$ cat src/rtl/scancode_pkg.sv
`default_nettype none
// ============================================================================
// Module   : scancode_pkg
// Brief    : Shared constants, prefix-state encoding and the Tandy 1000 remap.
// Revision : 1.0
// ============================================================================
package scancode_pkg;

    localparam logic [7:0] PFX_E0 = 8'hE0;
    localparam logic [7:0] PFX_E1 = 8'hE1;

    localparam logic [7:0] FS_LSHIFT_MAKE  = 8'h2A;
    localparam logic [7:0] FS_LSHIFT_BREAK = 8'hAA;
    localparam logic [7:0] FS_RSHIFT_MAKE  = 8'h36;
    localparam logic [7:0] FS_RSHIFT_BREAK = 8'hB6;

    typedef enum logic [1:0] {
        PFX_IDLE    = 2'd0,
        PFX_E0_SEEN = 2'd1,
        PFX_E1_A    = 2'd2,
        PFX_E1_B    = 2'd3
    } pfx_state_e;

    function automatic logic is_fake_shift(input logic [7:0] code);
        return (code == FS_LSHIFT_MAKE)  || (code == FS_LSHIFT_BREAK) ||
               (code == FS_RSHIFT_MAKE)  || (code == FS_RSHIFT_BREAK);
    endfunction

    // Make/break is handled by the caller; only the 7-bit key code is remapped.
    function automatic logic [6:0] tandy_remap(input logic [6:0] code, input logic e0);
        logic [6:0] w_mapped;
        w_mapped = code;
        case (code)
            7'h48:   if (e0)  w_mapped = 7'h29;
            7'h4B:   if (e0)  w_mapped = 7'h2B;
            7'h50:   if (e0)  w_mapped = 7'h4A;
            7'h4D:   if (e0)  w_mapped = 7'h4E;
            7'h1C:   if (e0)  w_mapped = 7'h57;
            7'h47:   if (e0)  w_mapped = 7'h58;
            7'h4A:   if (!e0) w_mapped = 7'h53;
            7'h4E:   if (!e0) w_mapped = 7'h55;
            7'h53:   if (!e0) w_mapped = 7'h56;
            7'h57:   w_mapped = 7'h59;
            7'h58:   w_mapped = 7'h5A;
            default: w_mapped = code;
        endcase
        return w_mapped;
    endfunction

endpackage
`default_nettype wire

$ cat src/rtl/scancode_translator_if.sv
`default_nettype none
// ============================================================================
// Module   : scancode_translator_if
// Brief    : Translated-byte output stream with valid/ack handshake.
// Revision : 1.0
// ============================================================================
interface scancode_translator_if;

    logic [7:0] out_data;
    logic       out_valid;
    logic       out_ack;

    modport master (output out_data, output out_valid, input out_ack);
    modport slave  (input out_data, input out_valid, output out_ack);

endinterface
`default_nettype wire

$ cat src/rtl/scancode_fifo.sv
`default_nettype none
// ============================================================================
// Module   : scancode_fifo
// Brief    : Synchronous byte FIFO with write, pop, clear, count, full, empty.
// Revision : 1.0
// ============================================================================
module scancode_fifo #(
    parameter int DEPTH = 8
) (
    input  wire                      clock,
    input  wire                      reset,
    input  wire                      wr_en,
    input  wire  [7:0]               wr_data,
    input  wire                      pop,
    input  wire                      clear,
    output logic [7:0]               rd_data,
    output logic [$clog2(DEPTH):0]   count,
    output logic                     full,
    output logic                     empty
);

    localparam int              c_AW   = $clog2(DEPTH);
    localparam int              c_CW   = c_AW + 1;
    localparam logic [c_AW:0]   c_FULL = c_CW'(DEPTH);

    logic [7:0]      r_mem [DEPTH];
    logic [c_AW-1:0] r_wr_ptr;
    logic [c_AW-1:0] r_rd_ptr;
    logic [c_AW:0]   r_count;
    logic            w_pop;
    logic            w_push;

    assign empty  = (r_count == '0);
    assign full   = (r_count == c_FULL);
    assign w_pop  = pop & ~empty;
    // A pop in the same cycle frees the slot, so a full FIFO still accepts the write.
    assign w_push = wr_en & (~full | w_pop);

    always_ff @(posedge clock or posedge reset) begin
        if (reset) begin
            r_wr_ptr <= '0;
            r_rd_ptr <= '0;
            r_count  <= '0;
        end else if (clear) begin
            r_wr_ptr <= '0;
            r_rd_ptr <= '0;
            r_count  <= '0;
        end else begin
            if (w_push) r_wr_ptr <= r_wr_ptr + c_AW'(1);
            if (w_pop)  r_rd_ptr <= r_rd_ptr + c_AW'(1);
            r_count <= r_count + c_CW'(w_push) - c_CW'(w_pop);
        end
    end

    always_ff @(posedge clock) begin
        if (w_push && !clear) r_mem[r_wr_ptr] <= wr_data;
    end

    assign rd_data = empty ? 8'h00 : r_mem[r_rd_ptr];
    assign count   = r_count;

endmodule
`default_nettype wire

$ cat src/rtl/scancode_translator.sv
`default_nettype none
// ============================================================================
// Module   : scancode_translator
// Brief    : IRQ edge capture, E0/E1 prefix tracking, XT/Tandy remap, FIFO out.
// Revision : 1.0
// ============================================================================
module scancode_translator
    import scancode_pkg::*;
#(
    parameter int FIFO_DEPTH      = 8,
    parameter bit DROP_PREFIX     = 1'b1,
    parameter bit DROP_FAKE_SHIFT = 1'b1
) (
    input  wire                           clock,
    input  wire                           reset,
    input  wire                           keybord_irq,
    input  wire  [7:0]                    scancode,
    input  wire                           tandy_mode,
    input  wire                           clear,
    scancode_translator_if.master         out_bus,
    output logic [$clog2(FIFO_DEPTH):0]   fifo_count,
    output logic                          overflow
);

    localparam logic [1:0] c_ST_IDLE = PFX_IDLE;
    localparam logic [1:0] c_ST_E0   = PFX_E0_SEEN;
    localparam logic [1:0] c_ST_E1_A = PFX_E1_A;
    localparam logic [1:0] c_ST_E1_B = PFX_E1_B;

    logic       r_prev_irq;
    logic [1:0] r_state;
    logic [1:0] w_next_state;
    logic       w_capture;
    logic       w_e0;
    logic       w_raw;
    logic       w_fake;
    logic       w_keep;
    logic [7:0] w_xlat;
    logic       r_stage_wr;
    logic [7:0] r_stage_data;
    logic       r_overflow;
    logic       w_full;
    logic       w_empty;
    logic       w_pop;

    assign w_capture = keybord_irq & ~r_prev_irq;

    // w_raw marks prefix bytes and E1-sequence bytes: never remapped, optionally dropped.
    always_comb begin
        w_next_state = r_state;
        w_e0         = 1'b0;
        w_raw        = 1'b0;
        case (r_state)
            c_ST_IDLE: begin
                if (scancode == PFX_E0) begin
                    w_next_state = c_ST_E0;
                    w_raw        = 1'b1;
                end else if (scancode == PFX_E1) begin
                    w_next_state = c_ST_E1_A;
                    w_raw        = 1'b1;
                end
            end
            c_ST_E0: begin
                if (scancode == PFX_E0) begin
                    w_raw = 1'b1;
                end else begin
                    w_e0         = 1'b1;
                    w_next_state = c_ST_IDLE;
                end
            end
            c_ST_E1_A: begin
                w_next_state = c_ST_E1_B;
                w_raw        = 1'b1;
            end
            c_ST_E1_B: begin
                w_next_state = c_ST_IDLE;
                w_raw        = 1'b1;
            end
            default: w_next_state = c_ST_IDLE;
        endcase

        w_fake = w_e0 & is_fake_shift(scancode);
        w_xlat = (tandy_mode && !w_raw) ? {scancode[7], tandy_remap(scancode[6:0], w_e0)}
                                        : scancode;
        w_keep = !(DROP_PREFIX && w_raw) && !(DROP_FAKE_SHIFT && w_fake);
    end

    always_ff @(posedge clock or posedge reset) begin
        if (reset) begin
            r_prev_irq   <= 1'b0;
            r_state      <= c_ST_IDLE;
            r_stage_wr   <= 1'b0;
            r_stage_data <= 8'h00;
            r_overflow   <= 1'b0;
        end else begin
            r_prev_irq <= keybord_irq;
            r_stage_wr <= w_capture & w_keep;
            if (w_capture) begin
                r_state      <= w_next_state;
                r_stage_data <= w_xlat;
            end
            if (clear)
                r_overflow <= 1'b0;
            else if (r_stage_wr && w_full && !w_pop)
                r_overflow <= 1'b1;
        end
    end

    assign w_pop = out_bus.out_ack & ~w_empty;

    scancode_fifo #(
        .DEPTH (FIFO_DEPTH)
    ) u_fifo (
        .clock   (clock),
        .reset   (reset),
        .wr_en   (r_stage_wr),
        .wr_data (r_stage_data),
        .pop     (out_bus.out_ack),
        .clear   (clear),
        .rd_data (out_bus.out_data),
        .count   (fifo_count),
        .full    (w_full),
        .empty   (w_empty)
    );

    assign out_bus.out_valid = ~w_empty;
    assign overflow          = r_overflow;

endmodule
`default_nettype wire
$ cat src/flat_wrapper.sv
// flat-port wrapper written by rule: the top's interface ports become plain ports
module scancode_translator_flat import scancode_pkg::*;
#(
    parameter int FIFO_DEPTH      = 8,
    parameter bit DROP_PREFIX     = 1'b1,
    parameter bit DROP_FAKE_SHIFT = 1'b1
)
  (clock, reset, keybord_irq, scancode, tandy_mode, clear, fifo_count, overflow, out_bus_out_data, out_bus_out_valid, out_bus_out_ack);
  scancode_translator_if out_bus_i ();
  input  wire clock;
  input  wire reset;
  input  wire keybord_irq;
  input  wire  [7:0] scancode;
  input  wire tandy_mode;
  input  wire clear;
  output logic [$clog2(FIFO_DEPTH):0] fifo_count;
  output logic overflow;
  output wire logic [$bits(out_bus_i.out_data)-1:0] out_bus_out_data;
  output wire logic [$bits(out_bus_i.out_valid)-1:0] out_bus_out_valid;
  input wire logic [$bits(out_bus_i.out_ack)-1:0] out_bus_out_ack;
  assign out_bus_out_data = out_bus_i.out_data;
  assign out_bus_out_valid = out_bus_i.out_valid;
  assign out_bus_i.out_ack = out_bus_out_ack;
  scancode_translator #(.FIFO_DEPTH(FIFO_DEPTH), .DROP_PREFIX(DROP_PREFIX), .DROP_FAKE_SHIFT(DROP_FAKE_SHIFT)) u_core (.clock(clock), .reset(reset), .keybord_irq(keybord_irq), .scancode(scancode), .tandy_mode(tandy_mode), .clear(clear), .out_bus(out_bus_i), .fifo_count(fifo_count), .overflow(overflow));
endmodule
$ cat config.mk
export PLATFORM = sky130hd
export DESIGN_NAME = scancode_translator_flat
export DESIGN_NICKNAME = d
export VERILOG_FILES = /design/src/rtl/scancode_pkg.sv /design/src/rtl/scancode_translator_if.sv /design/src/rtl/scancode_fifo.sv /design/src/rtl/scancode_translator.sv /design/src/flat_wrapper.sv
export SDC_FILE = /design/constraint.sdc
export NUM_CORES = 1
export LEC_CHECK = 0
export CAP_MARGIN = 20
export CELL_PAD_IN_SITES_DETAIL_PLACEMENT = 0
export CELL_PAD_IN_SITES_GLOBAL_PLACEMENT = 1
export CORE_MARGIN = 3
export CORE_UTILIZATION = 49
export CTS_CLUSTER_DIAMETER = 120
export CTS_CLUSTER_SIZE = 25
export DETAILED_ROUTE_END_ITERATION = 10
export PLACE_DENSITY = 0.77
export SYNTH_ARGS = -nofsm -noshare
export SYNTH_HDL_FRONTEND = slang
export SYNTH_SLANG_ARGS = --single-unit
$ cat constraint.sdc
create_clock -name clock -period 3.4 [get_ports clock]
set_clock_uncertainty 0.15 [all_clocks]
set_input_delay 0.51 -clock clock [delete_from_list [all_inputs] [get_ports clock]]
set_output_delay 0.51 -clock clock [all_outputs]
set_load 0.01 [all_outputs]
==> run_results.csv <==
group,metric,value,unit
layout,final_util,0.597,
placement,gp_congestion,0.928,
clock_network,ctsLongestPathBuffers,2,
drt,drt-met1-wl,3940,µm
clock_network,cts_max_level,3,
critical_path,critical_path_arrival,2.28,ns
critical_path,cp_max_fo,18,
clock_network,cts-root-buf,"clkbuf_8",
floorplanning,ios,28,
clock_network,cts_setup_buffers,0,
timing,setup_viol,0,
status,status,"completed",
min_path,hold_start,"u_core.overflow$_DFFE_PP0P_",
yosys,synthAdderAreaFrac,0.0272,
drt,wl_per_cell,17.7,µm
job,maxCapViolations,0,
yosys,synth-xor-area-share,0.0159,
floorplanning,dieArea,10200,µm²
yosys,ys_seq_elements,87,
critical_path,cpMaxStageDelayCell,"mux4_2",
timing,maxSlewViolCount,0,
critical_path,start_kind,"flop",
drt,drt_iter0_markers,163,
drt,routed-wl-met2,4280,µm
yosys,synth_edf_count,64,
timing,hold_viol,0,
layout,nFillCells,661,
yosys,synth_simple_gate_area_share,0.137,
yosys,ys.flop_type,"edfxtp_1",
timing,fin_crit,2.94,ns
drt,antenna_left,0,
clock_network,clkLatencyLatePin,0.35,ns
drt,drt_first_pass_iters,4,
power_and_ir_drop,total_power,2.78,mW
clock_network,cts.clk_slew.worst_paths,0.09,ns
drt,route.detailed.drc,0,
floorplanning,die_x,101,µm
layout,drive_above_1_share,0.152,
clock_network,cts_resized,0,
critical_path,rrSetupSlack,0.48,ns
critical_path,r2r-start,"u_core.u_fifo.count[2]$_DFF_PP0_",
power_and_ir_drop,ir_drop,206,µV
drt,routed_wl,8730,µm
clock_network,cts_hold_buf,0,
global_routing,grt_start_max_net_pins,29,
yosys,yosysWarnings,0,
yosys,synth_nets,371,
timing,min_period_over_period,0.865,
critical_path,timing.rr.end,"u_core.u_fifo.count[3]$_DFF_PP0_",
placement,port_buffers,27,
yosys,synthCells,348,
timing,finalSetupTns,0,ns
yosys,async_reset_ff_frac,0.264,
min_path,worstHoldEndpoint,"u_core.overflow$_DFFE_PP0P_",
critical_path,path_cells,"buf_4 > mux4_2 > mux2i_1 > nor2_1 > clkdlybuf4s50_1",
global_routing,antenna_found_initial,0,
yosys,synth_top_family_by_area,"simple AND/OR/NAND/NOR gates",
floorplanning,fp.dieH,101,µm
drt,vias,2877,
min_path,min_path_cells,1,
yosys,synth_area,4410,µm²
min_path,hold_path_class,"flop to flop",
timing,rsz0062_at_grt,"false",
drt,viasPerCell,5.82,
drt,wl_met3,279,µm
timing,tightest_slew,0.889,ns
critical_path,path_class,"flop to output pin",
power_and_ir_drop,p_leak,1.78,nW
power_and_ir_drop,pwr_density_cell,550,nW/µm²
critical_path,endpoint_kind,"output pin",
placement,dp_hpwl,6390,µm
yosys,synthMuxAreaShare,0.107,
floorplanning,start_util,0.521,
timing,setup_slack,0.459,ns
drt,routed.top_layer,"met4",
yosys,avgSynthCellArea,12.7,µm²
global_routing,grt_pass1_wl,14800,µm
global_routing,overflow,0,
global_routing,grt_pass1_vias,2823,
clock_network,cts_tree,"yes",
critical_path,worst_r2r_path_depth,11,
global_routing,grt.total_usage,0.189,
critical_path,required,2.74,ns
clock_network,clock_sinks,87,
floorplanning,coreArea,8460,µm²
layout,diodes,0,
clock_network,cts_made_buffers,9,
yosys,synth_cell_types,57,
layout,synthToLayoutAreaGrowth,14.6,%
critical_path,slowest_delay,0.56,ns
layout,fin_nets,407,
timing,slew_headroom,0.406,
floorplanning,num_rows,33,
placement,dp_slack,0.349,ns
yosys,synth_seq_area_share,0.566,
yosys,synth_compound_area_frac,0.115,
timing,max_freq,340,MHz
[cell type report]
cell class | instances | area, µm² | share of cell area
tap | 105 | 131 | 0.0260
multi-input combinational | 225 | 1770 | 0.350
clock buffer | 10 | 128 | 0.0252
clock inverter | 6 | 51.3 | 0.0101
sequential | 87 | 2500 | 0.494
timing repair buffer | 48 | 428 | 0.0847
inverter | 13 | 48.8 | 0.00965
[metrics by stage]
| stage | instance area [µm²] | std cells | hold slack, ns |
|---|---|---|---|
| CTS | 5050 | 494 | 0.370 |
| floorplan | 4410 | 348 | 0.345 |
| detailed placement | 4880 | 478 | 0.349 |
| global route | 5050 | 494 | 0.415 |
| finish | 5050 | 494 | 0.368 |
| global placement | 4880 | 478 | 0.338 |
[registers in the layout (all words and copies together) (netlist names)]
register,count
u_core.u_fifo.r_wr_ptr,3
u_core.u_fifo.r_rd_ptr,3
u_core.u_fifo.count,4
u_core.r_stage_wr,1
u_core.r_state,2
u_core.r_prev_irq,1
u_core.r_stage_data,8
u_core.overflow,1
u_core.u_fifo.r_mem,64
[power breakdown]
part,switching [mW],internal [mW],total [mW],leakage (nW)
clock network,0.366,0.276,0.642,0.0879
registers,0.0602,1.22,1.28,0.877
logic,0.408,0.451,0.859,0.813
total,0.834,1.95,2.78,1.78
[logic make-up after synthesis]
kind of cell    after synthesis
compound gates               70
xor+xnor                      8
simple gates                111
fa+ha+maj                     9
buf+inv                      36
mux                          27
flops                        87
[how the worst max path moves through the flow]
stage | from | endpoint | slack, ns | cells after the start
2_1_floorplan | u_core.u_fifo.count[2]$_DFF_PP0_ | u_core.u_fifo.count[1]$_DFF_PP0_ | 0.69 | 9
3_3_place_gp | scancode[4] | u_core.r_stage_data[2]$_DFFE_PP0P_ | 0.35 | 6
3_5_place_dp | scancode[4] | u_core.r_stage_data[2]$_DFFE_PP0P_ | 0.35 | 6
4_1_cts | u_core.u_fifo.r_rd_ptr[0]$_DFFE_PP0P_ | out_bus_out_data[2] | 0.42 | 5
5_1_grt | u_core.u_fifo.r_rd_ptr[0]$_DFFE_PP0P_ | out_bus_out_data[2] | 0.30 | 5
6_report | u_core.u_fifo.r_rd_ptr[0]$_DFFE_PP0P_ | out_bus_out_data[2] | 0.46 | 5
[cells in the mapped netlist, types with 2 or more instances]
cell	count	area [µm²]
and3b_1	3	26.3
edfxtp_1	64	1920
o2111ai_1	3	26.3
o31ai_1	3	22.5
o21ba_2	2	20.0
xnor2_1	3	26.3
nand4b_1	2	17.5
nand3b_1	2	15.0
nor4bb_1	3	30.0
a21oi_1	16	80.1
mux2i_1	11	110
buf_2	6	30.0
o22ai_1	2	12.5
a211o_1	2	17.5
ha_1	8	100
nand3_1	11	55.1
nor3b_1	5	37.5
and2_1	2	12.5
o21ai_0	12	60.1
a31oi_1	5	31.3
nor2_1	32	120
and4b_1	3	30.0
buf_1	2	7.51
nor4_1	2	12.5
o211ai_1	7	52.6
mux4_2	16	360
a21o_1	2	15.0
nand2b_1	6	37.5
nor2b_1	6	37.5
a21boi_0	2	15.0
dfrtp_1	23	576
inv_1	13	48.8
nor4b_1	3	26.3
nand2_1	22	82.6
nor3_1	3	15.0
clkbuf_1	15	56.3
xor2_1	5	43.8
or3_1	2	12.5
[worst max-delay path: cells and delay by family (launching register included)]
family,cells,cell delay [ns]
simple gates,1,0.06
flops,1,0.33
mux,2,0.72
buf+inv,2,0.81
[cell usage in the layout, fill, tap and decap left out, types with 9 or more instances in the layout]
| cell type | instances |
|---|---|
| buf_4 | 21 |
| dfrtp_1 | 23 |
| o21ai_0 | 12 |
| nand3_1 | 11 |
| nand2_1 | 22 |
| mux4_2 | 16 |
| mux2i_1 | 11 |
| inv_1 | 13 |
| nor2_1 | 32 |
| clkdlybuf4s50_1 | 27 |
| a21oi_1 | 16 |
| edfxtp_1 | 64 |
| clkbuf_8 | 9 |
[layer usage]
| layer | up-vias | track usage |
|---|---|---|
| met5 | - | 0 |
| met4 | 0 | 0.0891 |
| met3 | 17 | 0.0284 |
| met2 | 59 | 0.305 |
| met1 | 1401 | 0.252 |
| li1 | 1400 | - |
Power figures use the tool's default switching activity.
